===== src/rtl/cla_addsub_pipe.sv =====
// Pipelined carry-lookahead add/sub with flags, valid/ready, flush and tag.
// Ports:
//   i_clk, i_reset           : clock, async active-high reset
//   i_valid/o_ready          : input handshake
//   i_a, i_b, i_op, i_cin    : operands, op (00 add, 01 sub, 10 adc, 11 sbb)
//   i_tag                    : sideband tag carried with the op
//   i_flush                  : kill all in-flight ops
//   o_valid/i_ready          : output handshake
//   o_sum, o_tag             : result and its tag
//   o_cout, o_ovf, o_zero,
//   o_neg, o_ltu, o_lt       : result flags
module cla_addsub_pipe #(
  parameter int WIDTH = 32,
  parameter int SEG   = 2,
  parameter int GROUP = 4,
  parameter int TAG_W = 5
) (
  input  logic             i_clk,
  input  logic             i_reset,
  input  logic             i_valid,
  output logic             o_ready,
  input  logic [WIDTH-1:0] i_a,
  input  logic [WIDTH-1:0] i_b,
  input  logic [1:0]       i_op,
  input  logic             i_cin,
  input  logic [TAG_W-1:0] i_tag,
  input  logic             i_flush,
  output logic             o_valid,
  input  logic             i_ready,
  output logic [WIDTH-1:0] o_sum,
  output logic             o_cout,
  output logic             o_ovf,
  output logic             o_zero,
  output logic             o_neg,
  output logic             o_ltu,
  output logic             o_lt,
  output logic [TAG_W-1:0] o_tag
);

  localparam int SW = WIDTH / SEG;
  localparam int NG = SW / GROUP;

  // Two-level CLA over one segment: group P/G, then
  // lookahead across groups, then carries inside groups.
  function automatic logic [SW:0] f_cla(
    input logic [SW-1:0] a,
    input logic [SW-1:0] b,
    input logic          ci
  );
    logic [SW-1:0] g;
    logic [SW-1:0] p;
    logic [SW-1:0] c;
    logic [NG:0]   gc;
    logic          gg;
    logic          gp;
    g     = a & b;
    p     = a ^ b;
    gc[0] = ci;
    for (int j = 0; j < NG; j++) begin
      gg = 1'b0;
      gp = 1'b1;
      for (int i = 0; i < GROUP; i++) begin
        gg = g[j*GROUP+i] | (p[j*GROUP+i] & gg);
        gp = gp & p[j*GROUP+i];
      end
      gc[j+1] = gg | (gp & gc[j]);
    end
    for (int j = 0; j < NG; j++) begin
      for (int i = 0; i < GROUP; i++) begin
        if (i == 0)
          c[j*GROUP] = gc[j];
        else
          c[j*GROUP+i] = g[j*GROUP+i-1]
                       | (p[j*GROUP+i-1] & c[j*GROUP+i-1]);
      end
    end
    return {gc[NG], p ^ c};
  endfunction

  logic             r_vo;
  logic [WIDTH-1:0] r_sum;
  logic             r_cout;
  logic             r_ovf;
  logic             r_zero;
  logic             r_neg;
  logic             r_ltu;
  logic             r_lt;
  logic [TAG_W-1:0] r_tag_o;
  logic             w_adv;

  assign w_adv   = !r_vo | i_ready;
  assign o_ready = w_adv;
  assign o_valid = r_vo;
  assign o_sum   = r_sum;
  assign o_cout  = r_cout;
  assign o_ovf   = r_ovf;
  assign o_zero  = r_zero;
  assign o_neg   = r_neg;
  assign o_ltu   = r_ltu;
  assign o_lt    = r_lt;
  assign o_tag   = r_tag_o;

  for (genvar k = 0; k < SEG; k++) begin : g_st
    // Operand bits not yet consumed by earlier stages.
    localparam int RW = WIDTH - k*SW;
    logic [RW-1:0]       w_a;
    logic [RW-1:0]       w_b;
    logic                w_ci;
    logic                w_op0;
    logic                w_v;
    logic [TAG_W-1:0]    w_tag;
    logic [SW:0]         w_r;
    logic [(k+1)*SW-1:0] w_s;

    if (k == 0) begin : g_in
      assign w_a   = i_a;
      assign w_b   = i_b ^ {WIDTH{i_op[0]}};
      assign w_ci  = i_op[1] ? i_cin : i_op[0];
      assign w_op0 = i_op[0];
      assign w_v   = i_valid;
      assign w_tag = i_tag;
      assign w_s   = w_r[SW-1:0];
    end else begin : g_in
      assign w_a   = g_st[k-1].g_reg.r_a;
      assign w_b   = g_st[k-1].g_reg.r_b;
      assign w_ci  = g_st[k-1].g_reg.r_c;
      assign w_op0 = g_st[k-1].g_reg.r_op0;
      assign w_v   = g_st[k-1].g_reg.r_v;
      assign w_tag = g_st[k-1].g_reg.r_tag;
      assign w_s   = {w_r[SW-1:0], g_st[k-1].g_reg.r_s};
    end

    assign w_r = f_cla(w_a[SW-1:0], w_b[SW-1:0], w_ci);

    if (k < SEG-1) begin : g_reg
      logic                r_v;
      logic                r_c;
      logic                r_op0;
      logic [RW-SW-1:0]    r_a;
      logic [RW-SW-1:0]    r_b;
      logic [TAG_W-1:0]    r_tag;
      logic [(k+1)*SW-1:0] r_s;

      always_ff @(posedge i_clk or posedge i_reset) begin
        if (i_reset) begin
          r_v   <= 1'b0;
          r_c   <= 1'b0;
          r_op0 <= 1'b0;
          r_a   <= '0;
          r_b   <= '0;
          r_tag <= '0;
          r_s   <= '0;
        end else begin
          if (i_flush)
            r_v <= 1'b0;
          else if (w_adv)
            r_v <= w_v;
          if (w_adv) begin
            r_c   <= w_r[SW];
            r_op0 <= w_op0;
            r_a   <= w_a[RW-1:SW];
            r_b   <= w_b[RW-1:SW];
            r_tag <= w_tag;
            r_s   <= w_s;
          end
        end
      end
    end else begin : g_out
      logic w_ovf;
      logic w_neg;
      assign w_neg = w_s[WIDTH-1];
      assign w_ovf = (w_a[SW-1] == w_b[SW-1])
                   & (w_neg != w_a[SW-1]);

      always_ff @(posedge i_clk or posedge i_reset) begin
        if (i_reset) begin
          r_vo    <= 1'b0;
          r_sum   <= '0;
          r_cout  <= 1'b0;
          r_ovf   <= 1'b0;
          r_zero  <= 1'b0;
          r_neg   <= 1'b0;
          r_ltu   <= 1'b0;
          r_lt    <= 1'b0;
          r_tag_o <= '0;
        end else begin
          if (i_flush)
            r_vo <= 1'b0;
          else if (w_adv)
            r_vo <= w_v;
          if (w_adv) begin
            r_sum   <= w_s;
            r_cout  <= w_r[SW];
            r_ovf   <= w_ovf;
            r_zero  <= (w_s == '0);
            r_neg   <= w_neg;
            r_ltu   <= w_op0 & !w_r[SW];
            r_lt    <= w_op0 & (w_neg ^ w_ovf);
            r_tag_o <= w_tag;
          end
        end
      end
    end
  end

endmodule


===== config.mk =====
export PLATFORM = sky130hd
export DESIGN_NAME = cla_addsub_pipe
export DESIGN_NICKNAME = d
export VERILOG_FILES = /design/src/rtl/cla_addsub_pipe.sv
export SDC_FILE = /design/constraint.sdc
export NUM_CORES = 1
export LEC_CHECK = 0
export CORE_ASPECT_RATIO = 1.4
export CORE_MARGIN = 2
export CORE_UTILIZATION = 51
export DETAILED_ROUTE_END_ITERATION = 8
export PLACE_DENSITY = 0.81
export SLEW_MARGIN = 20
export SYNTH_ARGS = -nofsm -noshare
export SYNTH_HDL_FRONTEND = slang
export SYNTH_SLANG_ARGS = --single-unit

===== constraint.sdc =====
create_clock -name i_clk -period 4.45 [get_ports i_clk]
set_input_delay 0.445 -clock i_clk [delete_from_list [all_inputs] [get_ports i_clk]]
set_output_delay 0.445 -clock i_clk [all_outputs]
set_load 0.1 [all_outputs]

# == Word level (Yosys, flattened, before mapping) ==
# Cells that the tools add are included.
# W data, S select, Z words.
# word_totals
regBits,100
latch_bits,0
ram_bits,0
romBits,0
inputBits,77
output_inout_bits,45
wordCells,175
n_memories,0
# op_classes
add_sub_neg,0
mul,0
n_div,0
order_cmp,0
eq_ne,2
shift,0
n_mux,5
bitwise,148
reduce_logical,4
# op_table
cell,count
$and A1 B1 Y1,83
$xor A16 B16 Y16,4
$or A1 B1 Y1,57
$and A16 B16 Y16,2
$logic_not A32 Y1,1
$xor A32 B32 Y32,1
$mux W1,5
$logic_not A1 Y1,2
$reduce_bool A2 Y1,1
$eq A1 B1 Y1,1
$ne A1 B1 Y1,1
$xor A1 B1 Y1,1

# == Depth between registers and ports, before layout ==
# logic_depth
ltp_word,23
depth_mapped,13
depth_no_buf,12

# == Worst setup path before layout ==
# No wires, ideal clock.
# synth_timing
kind,input to register
from,input port i_op[0]
to,register g_st[0].g_reg.r_s[15]
setup_time_ns,0.187
arrival_ns,3.437
required_time_ns,4.263
slack_ns,0.826
stages,13
n_path_buf,2
path_cell_list,buf_4 buf_2 xor2_1 ha_1 and4_1 o21a_1 a21oi_1 o31a_1 fa_1 fa_1 fa_1 xor2_1 a21oi_1
# synth_between
elab_chain_len,20
word_cells_on_any_way,44
cone_classes,mux (1); bitwise (43)
# synth_rtl
element,line,text
from (decl),24,"input logic [1:0] i_op,"
$xor A32 B32 Y32,117,assign w_b = i_b ^ {WIDTH{i_op[0]}};
$xor A16 B16 Y16 or $and A16 B16 Y16 (tied branches),"57, 56",
$and A1 B1 Y1,63,gg = g[j*GROUP+i] | (p[j*GROUP+i] & gg);
$or A1 B1 Y1,63,
$and A1 B1 Y1,63,
$or A1 B1 Y1,63,
$and A1 B1 Y1,63,
$or A1 B1 Y1,63,
(+4 left out),--,
$or A1 B1 Y1,66,gc[j+1] = gg | (gp & gc[j]);
$and A1 B1 Y1,74,| (p[j*GROUP+i-1] & c[j*GROUP+i-1]);
$or A1 B1 Y1,74,
$and A1 B1 Y1,74,
$or A1 B1 Y1,74,
$and A1 B1 Y1,74,
$or A1 B1 Y1,74,
$xor A16 B16 Y16 (*),77,"return {gc[NG], p ^ c};"
to (signal assigned),164,r_s <= w_s;
to (decl),142,logic [(k+1)*SW-1:0] r_s;
# Mark *: on every way between the ends. The rest lies on a longest branch, timed or not.
# A chain may end at the register's enable or synchronous reset.

# == Final worst setup path ==
# layout_timing
from,register g_st[0].g_reg.r_a[0]
to,"register r_zero, in the netlist o_zero"
# layout_between
word_cells_on_any_way,43
cone_classes,bitwise (42); reduce/logical (1)
# layout_lines
element,line,text
from (decl),139,logic [RW-SW-1:0] r_a;
from (signal assigned),161,r_a <= w_a[RW-1:SW];
$and A16 B16 Y16,56,g = a & b;
$and A1 B1 Y1,63,
$or A1 B1 Y1,63,
$and A1 B1 Y1,63,
$or A1 B1 Y1,63,
$and A1 B1 Y1,63,
$or A1 B1 Y1,63,
$or A1 B1 Y1 (*),66,
$and A1 B1 Y1 (*),66,
$or A1 B1 Y1 (*),66,
$and A1 B1 Y1 (*),74,
$or A1 B1 Y1 (*),74,
$and A1 B1 Y1 (*),74,
$or A1 B1 Y1 (*),74,
$xor A16 B16 Y16 (*),77,
via g_st[1].w_r[10],112,logic [SW:0] w_r;
$logic_not A32 Y1 (*),195,r_zero <= (w_s == '0);
to (signal assigned),195,
to (decl),84,logic r_zero;
# The timed path passes the listed nets; every way through them passes the cells marked *.

==> run metrics <==
status completed; Clock Sinks 99; initial antenna violation count 0; top post-synthesis cells by count 190 x nand2_1, 99 x dfrtp_1, 33 x a21oi_1; max-slew violation count 0; PostCTS Resize Cnt 0; skew final 0.00370 ns; CTS Buf Count 9; DR vias/cell 5.16; grt ovf 0; Hold WS 0.465 ns; crit-path leading delay family adder cells; WP data required 4.70 ns; clock slew at reported path FFs 0.06 ns; Global Route Usage Sum 23.6%; critical path peak fanout 3; DR pass1 iterations 4; Max Clk Rate 0.271 GHz; CTS tree built; Avg Inst Size Synth 9.42 um2; vias in the first global route 4,306; Detailed Route WL 12.7 mm; Fillers 813; crit path DAT 3.94 ns; global routing's busiest layer met2; proportion of layout cells with a drive suffix above 1 4.10%; met2 Track Usage GR 41.4%; Slew headroom 29.9%; worst skew pair latency 0.34 ns; max cap viols 0; final setup vio count 0; Die ar. 11,300 um2; mapped cell area 5340 um2; Leak 3.24 nW; top cell type's share of synthesized area 46.4%; detailed-route via count 4,240; Synth Net Count 700; Clock Root Buffer clkbuf_16; Worst-Margin Slew 1.05 ns; drt drc 0; Rows 44; largest net degree at the start of global routing 92; hold buffer count at CTS 0; n_diodes 0; Nets 811; Synth area leaders dfrtp_1 46%, nand2_1 13%, fa_1 9.0%, ha_1 7.5%, xor2_1 3.4%; H-tree depth 3; drt first-iter violations 204; effective utilization at floorplan 51.9%; Die W 90.5 um; most common cell in the synthesized netlist nand2_1; Reg area 2480 um2; Buf+Inv Stages, Crit Path 0; VDD IR max 0.327 mV; GR Layer Usage met3 3.37%; area of the multi-input gates 2650 um2; Post-synth ARST share 100%; yosys warns 0; area delta synth->final 29.9%; met1 usage 27.8%; Top FF cell, synth dfrtp_1; RSZ-0062 raised after global routing false; Core ar. 10,300 um2; Setup Crit Path Kind reg -> reg; CP cell instances ha_1 -> a21oi_1 -> nor2_1 -> o31ai_1 -> nand2_1 -> fa_1 -> fa_1 -> fa_1 -> nor4_1 -> nand4_1 -> o31ai_1; first-pass GRT wire length 21.0 mm; hpwl dp 9.63 mm; clock buffer depth 2; Mapped Cells 567; CP startpoint kind flip-flop; Crit-path slowest cell fa_1; Min-Delay Path Class reg -> reg; Post-synth EDFFs 0; min Tclk post-route 3.69 ns; post-synthesis sequential area ratio 46.4%; Power per Cell Area 543 nW/um2; post-route setup TNS 0 ns; Finished Core Util 67.4%; Fin. Hold Viols 0; PortBufs 121; flops & latches, synth 99; Final ANT Viol Nets 0; wire per inst 15.4 um; dominant cell type by area after synthesis dfrtp_1; Setup Buffers After CTS 0; Final Wtd Congestion 0.919; io pins 122; most used cell along the critical path fa_1; crit path capture type flip-flop; Die Span Y 125 um; post-synth cell types 37; CP max stage delay 0.51 ns; Final period util 82.9%
## logic make-up (layout without fill, tap and decap cells)
family	Yosys count	count (layout)	share of synthesized area, %
AO/OA/AOI/OAI	74	74	8.08
XOR/XNOR	41	41	6.72
adder cells (fa/ha/maj)	56	56	16.5
buffers and inverters	57	173	4.22
flip-flops	99	99	46.4
multiplexers	2	2	0.445
AND/OR/NAND/NOR	238	238	17.6
## worst min-delay path, cell delays in order, from the launching register on
cell	delay, ns
dfrtp_1	0.34
nand2_1	0.05
nand2_1	0.05
## placed cells by master, fill, tap and decap left out, types with 2 or more instances in the layout
cell | netlist | layout
nor2_1 | 29 | 29
o31ai_1 | 3 | 3
nand4_1 | 5 | 5
nand3_1 | 2 | 2
nand2_1 | 190 | 190
o21a_1 | 3 | 3
clkbuf_8 | 0 | 2
a211oi_1 | 3 | 3
fa_1 | 24 | 24
o21ai_0 | 4 | 4
dfrtp_1 | 99 | 99
xnor2_1 | 20 | 20
clkinv_2 | 0 | 4
a21oi_1 | 33 | 33
inv_1 | 30 | 29
nor4_1 | 6 | 6
buf_4 | 2 | 6
clkbuf_16 | 0 | 9
xor2_1 | 21 | 21
ha_1 | 32 | 32
o21ai_1 | 19 | 19
a21o_1 | 2 | 2
clkdlybuf4s50_1 | 0 | 119
## final timing paths
path | from | endpoint | slack, ns | cells after the start
worst max-delay path | g_st[0].g_reg.r_a[0] | o_zero | 0.76 | 11
worst min-delay path | o_tag[3] | o_tag[3] | 0.46 | 2
worst max register to register | g_st[0].g_reg.r_a[0] | o_zero | 0.76 | 11
worst min register to register | o_tag[3] | o_tag[3] | 0.46 | 2
max in group asynchronous | i_reset | g_st[0].g_reg.r_b[7] | 2.91 | 3
min in group asynchronous | i_reset | g_st[0].g_reg.r_s[5] | 0.60 | 2
## per-layer routing
layer,up-vias,routed length [um]
met2,120,6790
met5,-,0
met1,2050,4870
li1,2045,-
met4,0,506
met3,25,496
## cell type report
cell class                 instances  share of cell area [%]
timing repair buffer             126                    17.9
clock buffer                      11                    3.64
inverter                          31                    1.71
sequential                        99                    35.7
tap                              138                    2.49
multi-input combinational        411                    38.1
clock inverter                     5                   0.397
## metrics by stage
step / cell area [um2] / instances / power, mW / setup slack (ns)
finish: 6940 / 821 / 3.77 / 0.761
global route: 6940 / 821 / 3.93 / 0.578
CTS: 6940 / 821 / 3.79 / 0.795
floorplan: 5340 / 567 / 2.53 / 0.826
global placement: 6660 / 805 / 3.01 / 0.710
detailed placement: 6660 / 805 / 3.05 / 0.641
## report_power, final
group | internal [mW] | switching (mW) | leakage [nW]
Clock | 0.405 | 0.324 | 0.141
Combinational | 0.489 | 1.30 | 1.93
Sequential | 1.10 | 0.147 | 1.17
Total | 1.99 | 1.77 | 3.24
## flip-flops by register name, indices dropped and copies added (netlist names)
name,count
o_valid,1
g_st.g_reg.r_a,16
g_st.g_reg.r_c,1
g_st.g_reg.r_s,16
o_ovf,1
o_lt,1
g_st.g_reg.r_op0,1
g_st.g_reg.r_v,1
g_st.g_reg.r_b,16
o_zero,1
o_sum,32
g_st.g_reg.r_tag,5
o_ltu,1
o_tag,5
o_cout,1
Power figures use the tool's default switching activity.
